File: src/rtl/z_1_rtc_pkg.sv
// Shared constants and state encoding for the z_1 RTC SPI command sequencer.
package z_1_rtc_pkg;

    localparam int          CMD_BITS   = 8;
    localparam int          DEF_DATA_W = 64;
    localparam int          FRAME_BITS = CMD_BITS + DEF_DATA_W;
    localparam int          CNT_W      = 7;
    localparam logic [7:0]  CMD_RD     = 8'h02;
    localparam logic [7:0]  CMD_WR     = 8'h03;

    typedef enum logic [1:0] {
        ST_CMD,
        ST_READ,
        ST_WRITE,
        ST_SKIP
    } state_t;

endpackage

File: src/rtl/z_1_rtc_sync.sv
// Multi-flop synchronizer for one asynchronous pad signal into the clk domain.
module z_1_rtc_sync #(
    parameter int   STAGES  = 2,
    parameter logic RST_VAL = 1'b0
) (
    input  logic clk,
    input  logic rst,
    input  logic d,
    output logic q
);

    logic [STAGES-1:0] sr;

    // Shift the pad value through the synchronizer chain.
    always_ff @(posedge clk or posedge rst) begin
        if (rst) begin
            sr <= {STAGES{RST_VAL}};
        end else begin
            // NOTE: non-blocking so each stage takes the previous stage's old value.
            sr <= {sr[STAGES-2:0], d};
        end
    end

    assign q = sr[STAGES-1];

endmodule

File: src/rtl/z_1_rtc_spi_ctrl.sv
// SPI mode-0 slave: decodes an 8-bit command, then streams a time snapshot
// out on miso or collects a 64-bit value and requests a counter load.
module z_1_rtc_spi_ctrl #(
    parameter int         SYNC_STAGES = 2,
    parameter int         DATA_W      = z_1_rtc_pkg::DEF_DATA_W,
    parameter logic [7:0] CMD_RD      = z_1_rtc_pkg::CMD_RD,
    parameter logic [7:0] CMD_WR      = z_1_rtc_pkg::CMD_WR
) (
    input  logic              clk,
    input  logic              rst,
    input  logic              sclk_i,
    input  logic              mosi_i,
    input  logic              cs_n_i,
    output logic              miso_o,
    input  logic [DATA_W-1:0] time_i,
    output logic              snap_o,
    output logic              load_o,
    output logic [DATA_W-1:0] load_val_o,
    output logic              busy_o,
    output logic              cmd_err_o
);

    import z_1_rtc_pkg::*;

    localparam int LAST_BIT = CMD_BITS + DATA_W - 1;

    logic              sclk_s, mosi_s, cs_n_s, sclk_q;
    logic              rise, fall;
    logic [CNT_W-1:0]  bit_cnt;
    logic              last_bit, cmd_bit;
    logic [6:0]        rx_sr;
    logic [7:0]        cmd_word;
    logic [DATA_W-1:0] tx_sr;
    logic [DATA_W-2:0] wr_sr;
    state_t            state, state_nxt;
    logic              snap_d, err_d, load_d;

    z_1_rtc_sync #(.STAGES(SYNC_STAGES), .RST_VAL(1'b0)) u_sync_sclk (
        .clk(clk), .rst(rst), .d(sclk_i), .q(sclk_s)
    );
    z_1_rtc_sync #(.STAGES(SYNC_STAGES), .RST_VAL(1'b0)) u_sync_mosi (
        .clk(clk), .rst(rst), .d(mosi_i), .q(mosi_s)
    );
    z_1_rtc_sync #(.STAGES(SYNC_STAGES), .RST_VAL(1'b1)) u_sync_cs_n (
        .clk(clk), .rst(rst), .d(cs_n_i), .q(cs_n_s)
    );

    // Edges are only meaningful while the slave is selected.
    assign rise     = sclk_s & ~sclk_q & ~cs_n_s;
    assign fall     = ~sclk_s & sclk_q & ~cs_n_s;
    assign last_bit = (bit_cnt == CNT_W'(LAST_BIT));
    assign cmd_bit  = (bit_cnt == CNT_W'(CMD_BITS - 1));
    assign cmd_word = {rx_sr, mosi_s};
    assign busy_o   = (state != ST_CMD) || (bit_cnt != '0);

    // Remember the previous synced sclk for edge detection.
    always_ff @(posedge clk or posedge rst) begin
        if (rst) sclk_q <= 1'b0;
        else     sclk_q <= sclk_s;
    end

    // State register.
    always_ff @(posedge clk or posedge rst) begin
        if (rst) state <= ST_CMD;
        else     state <= state_nxt;
    end

    // Next-state decode and single-cycle event requests.
    always_comb begin
        // NOTE: defaults first so every path assigns every signal (no latches).
        state_nxt = state;
        snap_d    = 1'b0;
        err_d     = 1'b0;
        load_d    = 1'b0;
        if (cs_n_s) begin
            state_nxt = ST_CMD;
        end else if (rise) begin
            if (last_bit) begin
                state_nxt = ST_CMD;
                load_d    = (state == ST_WRITE);
            end else if (state == ST_CMD && cmd_bit) begin
                case (cmd_word)
                    CMD_RD: begin
                        state_nxt = ST_READ;
                        snap_d    = 1'b1;
                    end
                    CMD_WR:  state_nxt = ST_WRITE;
                    default: begin
                        state_nxt = ST_SKIP;
                        err_d     = 1'b1;
                    end
                endcase
            end
        end
    end

    // Bit counter, shift registers, miso driver and output pulses.
    always_ff @(posedge clk or posedge rst) begin
        if (rst) begin
            // NOTE: the shift registers are ordinary flops, so they are reset
            // too; miso_o and load_val_o are then defined straight out of reset.
            bit_cnt    <= '0;
            rx_sr      <= '0;
            tx_sr      <= '0;
            wr_sr      <= '0;
            miso_o     <= 1'b0;
            snap_o     <= 1'b0;
            load_o     <= 1'b0;
            cmd_err_o  <= 1'b0;
            load_val_o <= '0;
        end else begin
            snap_o    <= snap_d;
            cmd_err_o <= err_d;
            load_o    <= load_d;
            if (load_d) load_val_o <= {wr_sr, mosi_s};
            if (cs_n_s) begin
                bit_cnt <= '0;
                miso_o  <= 1'b0;
            end else begin
                if (rise) begin
                    rx_sr   <= {rx_sr[5:0], mosi_s};
                    bit_cnt <= last_bit ? '0 : bit_cnt + CNT_W'(1);
                    if (state == ST_WRITE) wr_sr <= {wr_sr[DATA_W-3:0], mosi_s};
                end
                if (snap_d) tx_sr <= time_i;
                if (fall) begin
                    if (state == ST_READ) begin
                        miso_o <= tx_sr[DATA_W-1];
                        tx_sr  <= {tx_sr[DATA_W-2:0], 1'b0};
                    end else begin
                        miso_o <= 1'b0;
                    end
                end
            end
        end
    end

endmodule

File: config.mk
export PLATFORM = sky130hd
export DESIGN_NAME = z_1_rtc_spi_ctrl
export DESIGN_NICKNAME = d
export VERILOG_FILES = /design/src/rtl/z_1_rtc_pkg.sv /design/src/rtl/z_1_rtc_sync.sv /design/src/rtl/z_1_rtc_spi_ctrl.sv
export SDC_FILE = /design/constraint.sdc
export NUM_CORES = 1
export LEC_CHECK = 0
export BUFFER_PORTS_ARGS = -buffer_cell sky130_fd_sc_hd__clkbuf_2
export CORE_MARGIN = 4
export CORE_UTILIZATION = 40
export DETAILED_ROUTE_END_ITERATION = 8
export PLACE_DENSITY = 0.72
export SLEW_MARGIN = 15
export SYNTH_ARGS = -nofsm -noshare
export SYNTH_HDL_FRONTEND = slang
export SYNTH_SLANG_ARGS = --single-unit
File: constraint.sdc
create_clock -name clk -period 13 [get_ports clk]
set_input_delay 0.65 -clock clk [delete_from_list [all_inputs] [get_ports clk]]
set_output_delay 0.65 -clock clk [all_outputs]
set_load 0.005 [all_outputs]
==> impl_metrics.toml, run 1 <==
[layout]
num-fill-cells = 1891
multi_input_area_mm2 = 0.00303
final_nets = 785
drive_gt1_frac = 0.449
n_antenna_cell = 0
syn_to_final_growth_pct = 19.4
seq_area_mm2 = 0.00546
utilization = 0.490

[synth]
synth_area_leaders = "dfrtp_1, mux2_2, o32a_1"
synth_fp_nets = 658
ys.flop_type = "dfrtp_1"
netlist_area_mm2 = 0.00870
synth_top_area_frac = 0.621
synth_edf_count = 0
ys_seq_area_frac = 0.627
synth_cell_types = 38
avgSynthCellArea_um2 = 14.8
synth_top_cell_by_area = "dfrtp_1"
yosys_warnings = 0
syn_inst = 587
yosys_register_bits = 218
synthArstFlopShare = 1.00

[clocking]
path_clk_slew_ns = 0.06
cts_buffers = 24
cts_tree = "built"
cts_sinks = 218
htree_levels = 1
cts_resized = 0
clock_latency_ns = 0.51
clk_path_buf_depth = 3
cts_hold_buf = 0
post-cts-setup-buffers = 0
cts-root-buf = "clkbuf_16"

[power]
ir_worst_vdd_mv = 0.113
cellLeakagePower_nw = 5.20
power_density_mw_per_mm2 = 135

[grt]
grt_pass1_wl_mm = 28.4
grt_antenna_before_repair = 0
globalRouteTotalUtil = 0.139
grt_start_max_net_pins = 132
grt_overflow_total = 0
grt_pass1_vias = 5564

[setup_path]
critPathCaptureType = "flip-flop"
r2r_slack_ns = 9.72
rr_startpoint = "rx_sr[3]$_DFFE_PP0P_"
cp.required_ns = 13.44
path_max_fanout = 66
cp-start-kind = "flip-flop"
worst-setup-path-type = "reg -> reg"
worst_r2r_endpoint = "tx_sr[62]$_DFFE_PP0N_"
reg2regPathDepth = 5
cp.arrival_ns = 3.72

[sta]
fin_crit_ns = 3.28
hold_violations = 0
finalSetupViolCount = 0
finalCritPeriodShare = 0.252
fin_worst_skew_ns = 0.00957
relSlewSlack = 0.403
setup-tns-final_ns = 0
maxSlewViolCount = 0
fmax_ghz = 0.305
tightestPinTransition_ns = 0.895
rsz0062_at_grt = "false"

[floorplan]
die_height_um = 156
ios = 138
fp.coreArea_mm2 = 0.0212
die_w_um = 156
start_util = 0.410
rows = 53
dieArea_mm2 = 0.0242

[detailed_routing]
vias_per_cell = 5.31
ant_nets = 0
wl_mm = 17.1
vias = 5338
detail_route.wl_per_cell_um = 17.0
drc = 0
firstDrtPassIters = 4
drt-initial-drc-count = 287

[status]
status = "finished, final reports clean"

[worst_hold_path]
hold_path_depth = 1
min_from = "cs_n_i"
hold_class = "in -> reg"
holdPathEnd = "u_sync_cs_n.sr[0]$_DFF_PP1_"

[placement]
hpwl_mm = 10.5
finalWeightedCongestion = 0.811
numPortBuffers = 137

[job]
maxCapViolations = 0
worst max-delay path, cell delays in order (launching register included):
cell     delay, ns
dfrtp_1       0.38
or4_1         0.57
or4_4         0.86
o21ai_4       0.71
buf_4         0.47
o21a_1        0.17
layout by cell type, fill, tap and decap left out, types with 2 or more instances in the layout:
master     Yosys  layout
o21ai_0        3       3
or4_1          2       2
buf_4          0       6
inv_1          5       4
clkbuf_16      0      25
xor2_1         2       2
mux2_2       134     134
clkbuf_2       0     137
nand3b_1       2       2
a31oi_1        4       4
clkbuf_1      25       3
and3_1         3       3
o21a_1        64      64
nor2_1         6       5
clkinv_2       0       6
clkbuf_8       0       5
nand2b_1       2       2
nor3_1         4       4
nand3_1        3       2
inv_8          0       2
ha_1           2       2
dfrtp_1      216     216
dfstp_2        2       2
nor3b_1        2       2
nor2b_1        2       2
nand2_1        7       7
a21oi_1        2       2
o32a_1        63      63
area by class of cell:
cell class,instances,area share
Multi-Input combinational cell,321,0.291
Clock inverter,10,0.00843
Timing Repair Buffer,144,0.0714
Tap cell,275,0.0331
Clock buffer,33,0.0679
Inverter,5,0.00253
Sequential cell,218,0.525
state kept, by name (all words and copies together), names as in the netlist:
name and cells:
load_val_o 64, tx_sr 64, wr_sr 63, bit_cnt 7
rx_sr 7, state 2, u_sync_cs_n.sr 2, u_sync_mosi.sr 2
u_sync_sclk.sr 2, cmd_err_o 1, load_o 1, miso_o 1
sclk_q 1, snap_o 1
routing by layer:
metal | GRT usage | wire length [µm] | up-vias
li1 | - | - | 2464
met1 | 0.200 | 7830 | 2697
met2 | 0.203 | 7280 | 148
met3 | 0.0470 | 1540 | 29
met4 | 0.0363 | 433 | 0
met5 | 0 | 0 | -
cells by family (layout without fill, tap and decap cells):
kind of cell | count (synthesis) | in the layout | share of synthesized area
flops | 218 | 218 | 0.627
buf+inv | 48 | 192 | 0.0276
xor+xnor | 2 | 2 | 0.00201
simple gates | 40 | 40 | 0.0269
fa+ha+maj | 2 | 2 | 0.00287
mux | 134 | 134 | 0.173
compound gates | 143 | 143 | 0.140
worst max-delay path by stage:
stage	start	end	cells after the start
floorplan	rst	bit_cnt[0]$_DFFE_PP0P_	1
global placement	rx_sr[3]$_DFFE_PP0P_	tx_sr[11]$_DFFE_PP0N_	5
detailed placement	rx_sr[3]$_DFFE_PP0P_	tx_sr[12]$_DFFE_PP0N_	5
CTS	rx_sr[3]$_DFFE_PP0P_	tx_sr[1]$_DFFE_PP0N_	5
global route	rx_sr[3]$_DFFE_PP0P_	tx_sr[57]$_DFFE_PP0N_	5
finish	rx_sr[3]$_DFFE_PP0P_	tx_sr[62]$_DFFE_PP0N_	5
where the power goes:
part | leakage [nW] | switching (mW) | internal [mW]
registers | 3.02 | 0.00648 | 0.689
logic | 1.78 | 0.0245 | 0.0183
clock network | 0.395 | 0.269 | 0.400
total | 5.20 | 0.300 | 1.11
cell usage after synthesis, types with 2 or more instances:
cell        n
nor2b_1     2
o21a_1     64
nor2_1      6
mux2_2    134
nor3_1      4
o21ai_0     3
a21oi_1     2
and3_1      3
buf_2      12
o32a_1     63
inv_1       5
nand2_1     7
nand2b_1    2
xor2_1      2
nand3_1     3
dfstp_2     2
clkbuf_1   25
nor3b_1     2
a31oi_1     4
nand3b_1    2
buf_6       6
dfrtp_1   216
or4_1       2
ha_1        2
stage by stage:
| step | total power, mW | std cells | area [µm²] | hold slack [ns] | setup slack (ns) |
|---|---|---|---|---|---|
| floorplan | 0.732 | 587 | 8700 | 0.331 | 6.39 |
| global placement | 0.751 | 963 | 9590 | 0.333 | 9.75 |
| detailed placement | 0.752 | 963 | 9590 | 0.350 | 9.75 |
| CTS | 1.43 | 1006 | 10400 | 0.205 | 9.72 |
| global route | 1.46 | 1006 | 10400 | 0.205 | 9.53 |
| finish | 1.41 | 1006 | 10400 | 0.235 | 9.72 |
Power figures use the tool's default switching activity.
==> inputs of run 2 (changes only) <==
Settings changed: ABC_AREA set to 1, PLACE_DENSITY 0.72 to 0.71.
Clock period 13 ns to 3.3 ns, I/O delays scaled along.
==> run 2 against run 1 <==
Synthesized cell count grew 110%. Count of clock-buffer cells in the layout grew 3. Non-clock buffer count grew 31. Highest routed layer unchanged. Sequential cell count is the same.
==> impl_metrics.toml, run 2 <==
[floorplan]
fp.coreArea_mm2 = 0.0242
dieArea_mm2 = 0.0271
die_height_um = 165
ios = 138
start_util = 0.405
die_w_um = 165
rows = 57

[detailed_routing]
vias = 8227
ant_nets = 0
drc = 0
wl_mm = 22.1
detail_route.wl_per_cell_um = 13.1
firstDrtPassIters = 5
vias_per_cell = 4.88
drt-initial-drc-count = 566

[clocking]
path_clk_slew_ns = 0.06
cts_tree = "built"
cts_buffers = 25
htree_levels = 1
cts-root-buf = "clkbuf_16"
clk_path_buf_depth = 3
post-cts-setup-buffers = 0
cts_resized = 0
cts_sinks = 218
clock_latency_ns = 0.51
cts_hold_buf = 23

[setup_path]
critPathTopFamily = "buffers and inverters"
crit_cells = 5
path_max_fanout = 126
path_cells = "nor2_4, inv_2, nor3_4, buf_4, o21ai_0"
worst-setup-path-type = "reg -> reg"
r2r_slack_ns = 0.88
reg2regPathDepth = 5
cp.arrival_ns = 2.75
cp-start-kind = "flip-flop"
cp.required_ns = 3.63
cp_slowest_cell = "buf_4"
critPathCaptureType = "flip-flop"
slowest_delay_ns = 0.78
cp_num_buf_inv = 2

[sta]
fmax_ghz = 0.413
hold_violations = 0
maxSlewViolCount = 0
finalSetupViolCount = 0
setup_ws_ns = 0.881
setup-tns-final_ns = 0
tightestPinTransition_ns = 1.03
fin_worst_skew_ns = 0.0115
fin_crit_ns = 2.42
finalCritPeriodShare = 0.733
fin_hold_ws_ns = 0.0115
relSlewSlack = 0.313
rsz0062_at_grt = "false"

[grt]
grt_start_max_net_pins = 127
grt_pass1_wl_mm = 36.7
grt_antenna_before_repair = 0
grt_overflow_total = 0
globalRouteTotalUtil = 0.161
grt_pass1_vias = 7683

[job]
maxCapViolations = 0

[synth]
netlist_area_mm2 = 0.00981
synth_top_area_frac = 0.551
yosys_warnings = 0
synth_fp_nets = 1295
synth-compound-area-share = 0.0760
synth-simple-area-share = 0.293
synth_top_cell_by_area = "dfrtp_1"
yosys_register_bits = 218
post-synth-top-count-cell = "nand2_1"
syn_inst = 1224
ys.flop_type = "dfrtp_1"
synth_edf_count = 0
synthTopCellsByCount = "nand2_1, dfrtp_1, nor2_1, o21ai_0, inv_1"
synthAdderAreaFrac = 0.00255
avgSynthCellArea_um2 = 8.01
ys_seq_area_frac = 0.556
synthMuxAreaShare = 0
synth_cell_types = 25
synth-xor-area-share = 0.00357
synth_top_family_by_area = "simple AND/OR/NAND/NOR gates"
synthArstFlopShare = 1.00
synth_area_leaders = "dfrtp_1, nand2_1, o21ai_0"

[power]
finalPower_mw = 6.44
ir_worst_vdd_mv = 0.373
power_density_mw_per_mm2 = 543
cellLeakagePower_nw = 6.02

[layout]
most-common-layout-cells = "nand2_1, dfrtp_1, nor2_1, clkbuf_2, o21ai_0"
utilization = 0.489
drive_gt1_frac = 0.153
stdcell_count = 1686
num-fill-cells = 2277
syn_to_final_growth_pct = 20.9
final_nets = 1415
n_antenna_cell = 0
final_common_cell = "nand2_1"
reg_top3 = "load_val_o (64), tx_sr (64), wr_sr (63)"
postLayoutCellArea_mm2 = 0.0119

[worst_hold_path]
hold_class = "in -> reg"
hold_path_depth = 5

[placement]
dpl_cell_area_mm2 = 0.0108
numPortBuffers = 137
hpwl_mm = 13.5
place_worst_setup_slack_ns = 0.892
finalWeightedCongestion = 0.787
dp.cells = 1618

[status]
status = "finished, final reports clean"
run 2: cell types whose count changed after synthesis, moves of 22 or more:
cell	change
nand2_1	+399
nor2_1	+135
mux2_2	-134
o21ai_0	+114
inv_1	+77
nand3_1	+68
nand4_1	+64
o21a_1	-64
o32a_1	-63
clkbuf_1	+22
run 2: final cells by class:
type	instances	area (µm²)	area share
flip-flops and latches	218	5460	0.461
multi-input cells	841	3710	0.313
repair buffers	175	1090	0.0920
clock buffers	36	747	0.0630
well taps	324	405	0.0342
inverters	83	315	0.0266
clock inverters	9	126	0.0107
run 2: final timing paths:
check	start	to
max	u_sync_cs_n.sr[1]$_DFF_PP1_	wr_sr[49]$_DFFE_PP0P_
min	time_i[44]	tx_sr[44]$_DFFE_PP0N_
max reg2reg	u_sync_cs_n.sr[1]$_DFF_PP1_	wr_sr[49]$_DFFE_PP0P_
min reg2reg	u_sync_mosi.sr[0]$_DFF_PP0_	u_sync_mosi.sr[1]$_DFF_PP0_
max in group asynchronous	rst	tx_sr[39]$_DFFE_PP0N_
min in group asynchronous	rst	load_val_o[15]$_DFFE_PP0P_
run 2: kinds of logic (layout without fill, tap and decap cells):
group / Yosys count / count (layout)
AOI/OAI and AO/OA: 145 / 145
xor gates and xnor gates: 4 / 4
adders and majority gates: 2 / 2
buffers and inverters: 165 / 303
DFF: 218 / 218
and+or+nand+nor: 690 / 690
run 2: worst min-delay path: cells and delay by family:
family	cells	cell delay (ns)
and+or+nand+nor	4	0.24
buffers and inverters	1	0.08
run 2: per-layer routing:
| layer | vias up | global-route usage | part of all wire |
|---|---|---|---|
| met5 | - | 0 | 0 |
| met4 | 0 | 0.0484 | 0.022 |
| met3 | 34 | 0.0275 | 0.052 |
| met2 | 193 | 0.255 | 0.46 |
| met1 | 3844 | 0.227 | 0.46 |
| li1 | 4156 | - | - |
run 2: power by group:
part / internal [mW] / switching [mW] / total, mW
clock: 1.80 / 1.08 / 2.88
sequential: 2.86 / 0.135 / 2.99
combinational: 0.221 / 0.348 / 0.569
